[src/rtl/lamp_fpu_div_norm_round.sv]
// Post-division normalize / round-to-nearest-even / pack stage of the LAMP FPU divide path.
// Fixed four-state pipeline: IDLE -> NORM -> ROUND -> PACK, result strobed on leaving PACK.
module lamp_fpu_div_norm_round #(
  parameter int unsigned LAMP_FLOAT_E_DW   = 8,
  parameter int unsigned LAMP_FLOAT_F_DW   = 7,
  parameter int unsigned LAMP_FLOAT_E_BIAS = 127
) (
  input  logic                                         clk,
  input  logic                                         rst,
  input  logic                                         doNorm_i,
  input  logic [2*(1+LAMP_FLOAT_F_DW)-1:0]             quot_i,
  input  logic                                         sign_i,
  input  logic signed [LAMP_FLOAT_E_DW+1:0]            exp_i,
  input  logic                                         isNaN_i,
  input  logic                                         isInf_i,
  input  logic                                         isZero_i,
  output logic [LAMP_FLOAT_E_DW+LAMP_FLOAT_F_DW:0]     res_o,
  output logic                                         of_o,
  output logic                                         uf_o,
  output logic                                         busy_o,
  output logic                                         valid_o
);

  localparam int unsigned E  = LAMP_FLOAT_E_DW;
  localparam int unsigned F  = LAMP_FLOAT_F_DW;
  localparam int unsigned QW = 2 * (1 + F);
  localparam int unsigned MW = F + 1;
  // One extra bit over the input so the two possible increments cannot wrap.
  localparam int unsigned XW = E + 3;
  localparam int unsigned RW = 1 + E + F;

  // Saturating exponent: all ones for the standard bias 2^(E-1)-1.
  localparam logic signed [XW-1:0] ExpMax  = XW'(2 * LAMP_FLOAT_E_BIAS + 1);
  localparam logic signed [XW-1:0] ExpZero = '0;

  typedef enum logic [1:0] {StIdle, StNorm, StRound, StPack} state_e;

  state_e state_q, state_d;

  logic [QW-1:0]        quot_q, quot_d;
  logic                 sign_q, sign_d;
  logic signed [XW-1:0] exp_q, exp_d;
  logic                 nan_q, nan_d;
  logic                 inf_q, inf_d;
  logic                 zero_q, zero_d;
  logic [MW-1:0]        mant_q, mant_d;
  logic                 guard_q, guard_d;
  logic                 sticky_q, sticky_d;
  logic [RW-1:0]        res_q, res_d;
  logic                 of_q, of_d;
  logic                 uf_q, uf_d;
  logic                 valid_q, valid_d;
  logic [MW:0]          mant_inc;

  // State register
  always_ff @(posedge clk or posedge rst) begin
    if (rst) begin
      state_q <= StIdle;
    end else begin
      state_q <= state_d;
    end
  end

  // Next-state logic
  always_comb begin
    state_d = state_q;
    unique case (state_q)
      StIdle:  if (doNorm_i) state_d = StNorm;
      StNorm:  state_d = StRound;
      StRound: state_d = StPack;
      StPack:  state_d = StIdle;
      default: state_d = StIdle;
    endcase
  end

  // Output logic
  always_comb begin
    busy_o  = (state_q != StIdle);
    res_o   = res_q;
    of_o    = of_q;
    uf_o    = uf_q;
    valid_o = valid_q;
  end

  // Datapath next-state
  always_comb begin
    quot_d   = quot_q;
    sign_d   = sign_q;
    exp_d    = exp_q;
    nan_d    = nan_q;
    inf_d    = inf_q;
    zero_d   = zero_q;
    mant_d   = mant_q;
    guard_d  = guard_q;
    sticky_d = sticky_q;
    res_d    = res_q;
    of_d     = of_q;
    uf_d     = uf_q;
    valid_d  = 1'b0;
    mant_inc = {1'b0, mant_q} + {{MW{1'b0}}, guard_q & (sticky_q | mant_q[0])};

    unique case (state_q)
      StIdle: begin
        if (doNorm_i) begin
          quot_d = quot_i;
          sign_d = sign_i;
          exp_d  = {exp_i[E+1], exp_i};
          nan_d  = isNaN_i;
          inf_d  = isInf_i;
          zero_d = isZero_i | ~|quot_i;
        end
      end
      StNorm: begin
        if (quot_q[QW-1]) begin
          mant_d   = quot_q[QW-1 -: MW];
          guard_d  = quot_q[QW-1-MW];
          sticky_d = |quot_q[QW-2-MW:0];
          exp_d    = exp_q + XW'(1);
        end else if (quot_q[QW-2]) begin
          mant_d   = quot_q[QW-2 -: MW];
          guard_d  = quot_q[QW-2-MW];
          sticky_d = |quot_q[QW-3-MW:0];
        end else begin
          mant_d   = quot_q[QW-3 -: MW];
          guard_d  = quot_q[QW-3-MW];
          sticky_d = |quot_q[QW-4-MW:0];
          exp_d    = exp_q - XW'(1);
        end
      end
      StRound: begin
        if (mant_inc[MW]) begin
          mant_d = {1'b1, {F{1'b0}}};
          exp_d  = exp_q + XW'(1);
        end else begin
          mant_d = mant_inc[MW-1:0];
        end
      end
      StPack: begin
        valid_d = 1'b1;
        of_d    = 1'b0;
        uf_d    = 1'b0;
        if (nan_q) begin
          res_d = {1'b0, {E{1'b1}}, 1'b1, {(F-1){1'b0}}};
        end else if (inf_q) begin
          res_d = {sign_q, {E{1'b1}}, {F{1'b0}}};
        end else if (zero_q) begin
          res_d = {sign_q, {(E+F){1'b0}}};
        end else if (exp_q >= ExpMax) begin
          res_d = {sign_q, {E{1'b1}}, {F{1'b0}}};
          of_d  = 1'b1;
        end else if (exp_q <= ExpZero) begin
          res_d = {sign_q, {(E+F){1'b0}}};
          uf_d  = 1'b1;
        end else begin
          res_d = {sign_q, exp_q[E-1:0], mant_q[F-1:0]};
        end
      end
      default: ;
    endcase
  end

  // Datapath registers
  always_ff @(posedge clk or posedge rst) begin
    if (rst) begin
      quot_q   <= '0;
      sign_q   <= 1'b0;
      exp_q    <= '0;
      nan_q    <= 1'b0;
      inf_q    <= 1'b0;
      zero_q   <= 1'b0;
      mant_q   <= '0;
      guard_q  <= 1'b0;
      sticky_q <= 1'b0;
      res_q    <= '0;
      of_q     <= 1'b0;
      uf_q     <= 1'b0;
      valid_q  <= 1'b0;
    end else begin
      quot_q   <= quot_d;
      sign_q   <= sign_d;
      exp_q    <= exp_d;
      nan_q    <= nan_d;
      inf_q    <= inf_d;
      zero_q   <= zero_d;
      mant_q   <= mant_d;
      guard_q  <= guard_d;
      sticky_q <= sticky_d;
      res_q    <= res_d;
      of_q     <= of_d;
      uf_q     <= uf_d;
      valid_q  <= valid_d;
    end
  end

endmodule

[config.mk]
export PLATFORM = sky130hd
export DESIGN_NAME = lamp_fpu_div_norm_round
export DESIGN_NICKNAME = d
export VERILOG_FILES = /design/src/rtl/lamp_fpu_div_norm_round.sv
export SDC_FILE = /design/constraint.sdc
export NUM_CORES = 1
export LEC_CHECK = 0
export BUFFER_PORTS_ARGS = -buffer_cell sky130_fd_sc_hd__buf_2
export CORE_MARGIN = 2
export CORE_UTILIZATION = 30
export DETAILED_ROUTE_END_ITERATION = 10
export GPL_TIMING_DRIVEN = 0
export PLACE_DENSITY = 0.59
export SYNTH_ARGS = -nofsm -noshare
export SYNTH_HDL_FRONTEND = slang
export SYNTH_SLANG_ARGS = --single-unit
[constraint.sdc]
create_clock -name clk -period 2.2 [get_ports clk]
set_input_delay 0.44 -clock clk [delete_from_list [all_inputs] [get_ports clk]]
set_output_delay 0.44 -clock clk [all_outputs]
set_load 0.01 [all_outputs]
Yosys cells after proc, flatten, opt, wreduce, memory -nomap -nowiden
Cells that the tools add are included.
- add/sub/neg operators: 3
- $lt $le $gt $ge: 2
- eq/ne operators: 6
- mux-type cells: 30
- bitwise logic cells: 3
- reductions and logical operators: 11
- operators by type and width (kind ; count):
    15-bit 2-to-1 mux ; 4
    11-bit 2-to-1 mux ; 4
    11-bit case mux with 3 select lines ; 1
    8-bit 2-to-1 mux ; 3
    16-bit 2-to-1 mux ; 1
    8-bit case mux with 2 select lines ; 1
    16-bit OR reduction ; 1
    1-bit 2-to-1 mux ; 14
    11-bit by 2-bit adder with 11-bit output, second input constant ; 1
    11-bit by 9-bit >= comparator with 1-bit output, second input constant ; 1
    11-bit by 1-bit less-or-equal comparator with 1-bit output, second input constant ; 1
    11-bit by 2-bit subtractor with 11-bit output, second input constant ; 1
    8-bit by 1-bit adder with 9-bit output ; 1
    2-bit case mux with 4 select lines ; 1
    7-bit OR reduction ; 1
    6-bit OR reduction ; 1
    5-bit OR reduction ; 1
    2-bit == test, second input constant ; 2
    2-bit inequality test, second input constant ; 2
    4-bit AND reduction ; 1
    2-bit nonzero test ; 2
    3-bit inequality test, second input constant ; 1
    3-bit nonzero test ; 1
    2-bit by 1-bit == test with 1-bit output, second input constant ; 1
    6 further kinds ; 7
- bits in registers: 62
- input bits: 33
- output and inout port bits: 20
- word-level logic and storage cells: 69

Longest topological paths before layout
- depth after elaboration: 6
- gate-level depth with buffers: 9
- depth with buffers taken out: 8

Least setup slack after synthesis
OpenSTA, ideal clock, no wires.
- path type: register -> register
- from: reg mant_q[0]
- to: reg exp_q[9]
- setup time: 0.129 ns
- data arrival time: 1.947 ns
- required time: 2.071 ns
- slack: 0.124 ns
- cell stages (with the launch flop): 10
- buffers on the path: 1
- clock period less this slack: 2.076 ns
- path through: dfrtp_1 > o21a_1 > ha_1 > ha_1 > nand4_2 > o21a_2 > a2111o_1 > buf_2 > o21ai_0 > o21ai_0
- word-level cells in the longest chain between the ends: 5
- RTL lines (what ; RTL line ; RTL):
    from (decl) ; 46 ; logic [MW-1:0] mant_q, mant_d;
    from (signal assigned) ; 185 ; mant_q <= mant_d;
    1-bit bitwise OR ; 100 ; mant_inc = {1'b0, mant_q} + {{MW{1'b0}}, guard_q & (sticky_q | mant_q[0])};
    1-bit AND ; 100 ;
    8-bit by 1-bit adder with 9-bit output (*) ; 100 ;
    2-bit inequality test (no source line) (*) ; -- ;
    4-bit AND reduction (no source line) (*) ; -- ;
    to (signal assigned) ; 181 ; exp_q <= exp_d;
    to (decl) ; 42 ; logic signed [XW-1:0] exp_q, exp_d;
Mark *: on every way between the ends. The rest lies on a longest branch, timed or not.
A chain may end at the register's enable or synchronous reset.

Worst setup path after layout
- from: reg mant_q[0]
- to: reg exp_q[10]
The elaborated chain is that of the path after synthesis.

==> metrics.md <==
| Metric | Value |
|---|---|
| Switching power | `between 3000 and 4000 uW` |
| Worst hold slack | `about 0.12 ns` |
| Initial antenna violation count | `0` |
| Min cycle time layout | `about 2.1 ns` |
| Die Height | `roughly 110 um` |
| Worst Hold Class | `in2async` |
| Core Region | `~11000 um2` |
| Syn Std Cell Area | `3503 um2` |
| Clock latency on the worst-skew pair | `roughly 0.33 ns` |
| 1st-pass router iterations | `4` |
| Final ANT Viol Nets | `0` |
| Number of global-route vias before repair | `roughly 3000` |
| Post-Syn Nets | `a little over 400` |
| Die width | `about 110 um` |
| Util after Layout | `0.3865` |
| TritonCTS buffer count | `9` |
| Layout cells sized above 1 | `0.2831` |
| H-tree levels | `3` |
| Worst clock skew | `between 0.006 and 0.007 ns` |
| DRC Markers | `0` |
| Logic gate share of total power | `0.536` |
| Wire per inst | `between 15 and 20 um` |
| Pwr Density | `1739 nW/um2` |
| DR vias/cell | `5.281` |
| Reg-to-Reg End | `exp_q[10]$_DFFE_PP0P_` |
| Post-place setup slack | `-0.2817 ns` |
| Leakage power | `around 0.0019 uW` |
| Worst path bufs/invs | `1` |
| Worst EP required | `~2.4 ns` |
| Crit-path max cell delay | `0.39 ns` |
| FFs w/ async S/R, synth | `1.000` |
| GRT Residual Overflow | `0` |
| Post-DP Area | `approximately 4000 um2` |
| WP data arrival | `around 2.3 ns` |
| Setup TNS | `0 ns` |
| Reg2Reg Setup Slack | `0.08 ns` |
| Sw Share | `0.4310` |
| Final Instance Area | `~4400 um2` |
| Final hold viol count | `0` |
| Slew HR | `0.5325` |
| Initial Util | `0.3068` |
| Register area share after synthesis | `0.4429` |
| Status | `complete, no violations` |
| Largest net degree at the start of global routing | `43` |
| Worst r2r src | `mant_q[0]$_DFFE_PP0N_` |
| Gpl congestion | `0.8344` |
| Fmax | `approximately 470 MHz` |
| Initial DRC count | `around 340` |
| CP Max Fanout | `4` |
| Ys flop type | `dfrtp_1` |
| Clock power frac | `0.185` |
| Fill cells | `between 1000 and 1500` |
| Clock Tree Buf Depth | `2` |
| Distinct cell type count after synthesis | `between 50 and 60` |
| Least-Margin Pin Slew | `roughly 0.7 ns` |
| Slew Limit Fails | `0` |
| Root Driver | `clkbuf_16` |
| First-pass GRT wire length | `between 15000 and 20000 um` |
| DR vias | `approximately 3000` |
| Final count of negative-setup-slack endpoints | `0` |
| Startpoint types | `register` |
| Sequential share of power | `0.279` |
| TritonCTS clock tree | `yes` |
| Final worst slack | `around 0.084 ns` |
| All-Layer GR Usage | `0.1531` |
| Final HPWL DP | `~7000 um` |
| CP delay by family, top | `compound AO/OA/AOI/OAI gates` |
| I/O pin total | `53` |
| Int Pwr | `4367 uW` |
| Nets | `roughly 480` |
| RSZ-0062 raised after global routing | `true` |
| Worst setup EP type | `register` |
| Final period util | `0.9616` |
| Cell with the largest stage delay on the worst path | `dfrtp_1` |
| Post-synth EDFFs | `0` |
| Final WL | `roughly 9500 um` |
| Avg Cell Area, Syn | `9.732 um2` |
| YS warnings | `0` |
| Max-cap violations | `0` |
| Area grow syn2layout | `25.96%` |
| Die area | `12560 um2` |
| Worst reg-to-reg path cell count | `9` |
| Cells after Synth | `360` |
| Antenna cells | `0` |
| # rows | `39` |
| Port bufs | `52` |
| CP Class | `reg2reg` |
| Crit path cell chain | `o21a_1 -> ha_2 -> ha_4 -> nand4_4 -> o21a_4 -> a2111o_1 -> buf_4 -> a211oi_2 -> a22oi_1` |
| Clk slew on worst S/H paths | `~0.060 ns` |
| CTS Sinks | `62` |
| Peak supply drop | `612.3 uV` |
| Synthesized flop and latch total | `62` |
==> state kept, by name, indices dropped and copies added (netlist names) <==
register and count:
of_o 1, guard_q 1, nan_q 1, mant_q 8
inf_q 1, sign_q 1, state_q 2, valid_o 1
exp_q 11, quot_q 16, uf_o 1, zero_q 1
res_o 16, sticky_q 1
==> timing repair <==
item,in CTS,in global routing
hold buffers,0,0
buffers inserted,9,2
pin swaps,7,9
setup endpoints to repair,11,22
gates resized for setup,9,13
==> cell usage after synthesis, drive strengths merged, types with 3 or more instances <==
cell type / count / area (um2)
a21oi: 24 / 120.1
nand3: 10 / 50.05
dfrtp: 62 / 1551
a221o: 9 / 90.09
clkbuf: 18 / 68.81
o2bb2ai: 8 / 70.07
nor4: 10 / 62.56
mux2i: 9 / 90.09
nor3: 9 / 45.04
o311ai: 3 / 26.28
and3: 6 / 37.54
nand2: 24 / 90.09
ha: 11 / 137.6
inv: 19 / 71.31
a31oi: 4 / 25.02
buf: 8 / 46.29
a22oi: 4 / 30.03
nor2: 17 / 63.81
xnor2: 8 / 70.07
nand4: 6 / 43.79
o21ai: 34 / 170.2
a221oi: 3 / 26.28
mux2: 20 / 225.2
a211oi: 3 / 22.52
==> metrics by stage <==
stage                     power [uW]  cells
after floorplan                 4791    360
after global placement          5778    555
after detailed placement        5876    556
after CTS                       7555    580
after global routing            8263    581
final                           7675    581
==> metal layers <==
| layer | global-route usage | share of wire | up-vias |
|---|---|---|---|
| met5 | 0 | 0 | - |
| met4 | 0.04959 | 0.0092 | 0 |
| met3 | 0.03834 | 0.082 | 10 |
| met2 | 0.2230 | 0.45 | 124 |
| met1 | 0.2240 | 0.46 | 1446 |
| li1 | - | - | 1488 |
==> layout by cell type (no fill, tap or decap), drive strengths merged, types with 9 or more instances in the layout <==
cell type / instances
a21oi: 24
a221o: 9
buf: 72
clkbuf: 26
dfrtp: 62
ha: 11
inv: 19
mux2: 20
mux2i: 9
nand2: 24
nand3: 10
nor2: 17
nor3: 9
nor4: 10
o21ai: 34
==> power groups by stage <==
stage                     clock (uW)  combinational (uW)  sequential [uW]
after floorplan                    0                2700             2090
after global placement             0                3650             2130
after detailed placement           0                3720             2150
after CTS                       1440                3980             2140
after global routing            1510                4530             2220
final                           1420                4110             2140
==> cell families (layout without fill, tap and decap cells) <==
logic type / Yosys count / after routing / share of synthesized area
flip-flops: 62 / 62 / 0.4429
AO/OA/AOI/OAI: 113 / 113 / 0.2214
buffers and inverters: 45 / 123 / 0.05321
multiplexers: 29 / 29 / 0.09000
adder cells (fa/ha/maj): 11 / 11 / 0.03929
XOR/XNOR: 10 / 10 / 0.02500
AND/OR/NAND/NOR: 90 / 90 / 0.1282
==> how the worst max path moves through the flow <==
stage                                      from               endpoint  cells after the start
after global routing      mant_q[0]$_DFFE_PP0N_  exp_q[10]$_DFFE_PP0P_                      9
after detailed placement  mant_q[0]$_DFFE_PP0N_   exp_q[8]$_DFFE_PP0P_                      8
after floorplan           mant_q[0]$_DFFE_PP0N_   exp_q[9]$_DFFE_PP0P_                      9
after global placement                      rst   exp_q[6]$_DFFE_PP0P_                      2
final                     mant_q[0]$_DFFE_PP0N_  exp_q[10]$_DFFE_PP0P_                      9
after CTS                 mant_q[0]$_DFFE_PP0N_  exp_q[10]$_DFFE_PP0P_                      9
==> cell type report <==
class | count | area [um2] | share of cell area
Inverter | 19 | 71.32 | 0.01616
Multi-Input combinational cell | 253 | 1823 | 0.4131
Sequential cell | 62 | 1551 | 0.3516
Buffer | 24 | 117.6 | 0.02665
Timing Repair Buffer | 64 | 370.4 | 0.08392
Tap cell | 143 | 178.9 | 0.04054
Clock buffer | 10 | 239.0 | 0.05415
Clock inverter | 6 | 61.31 | 0.01389
Power figures use the tool's default switching activity.
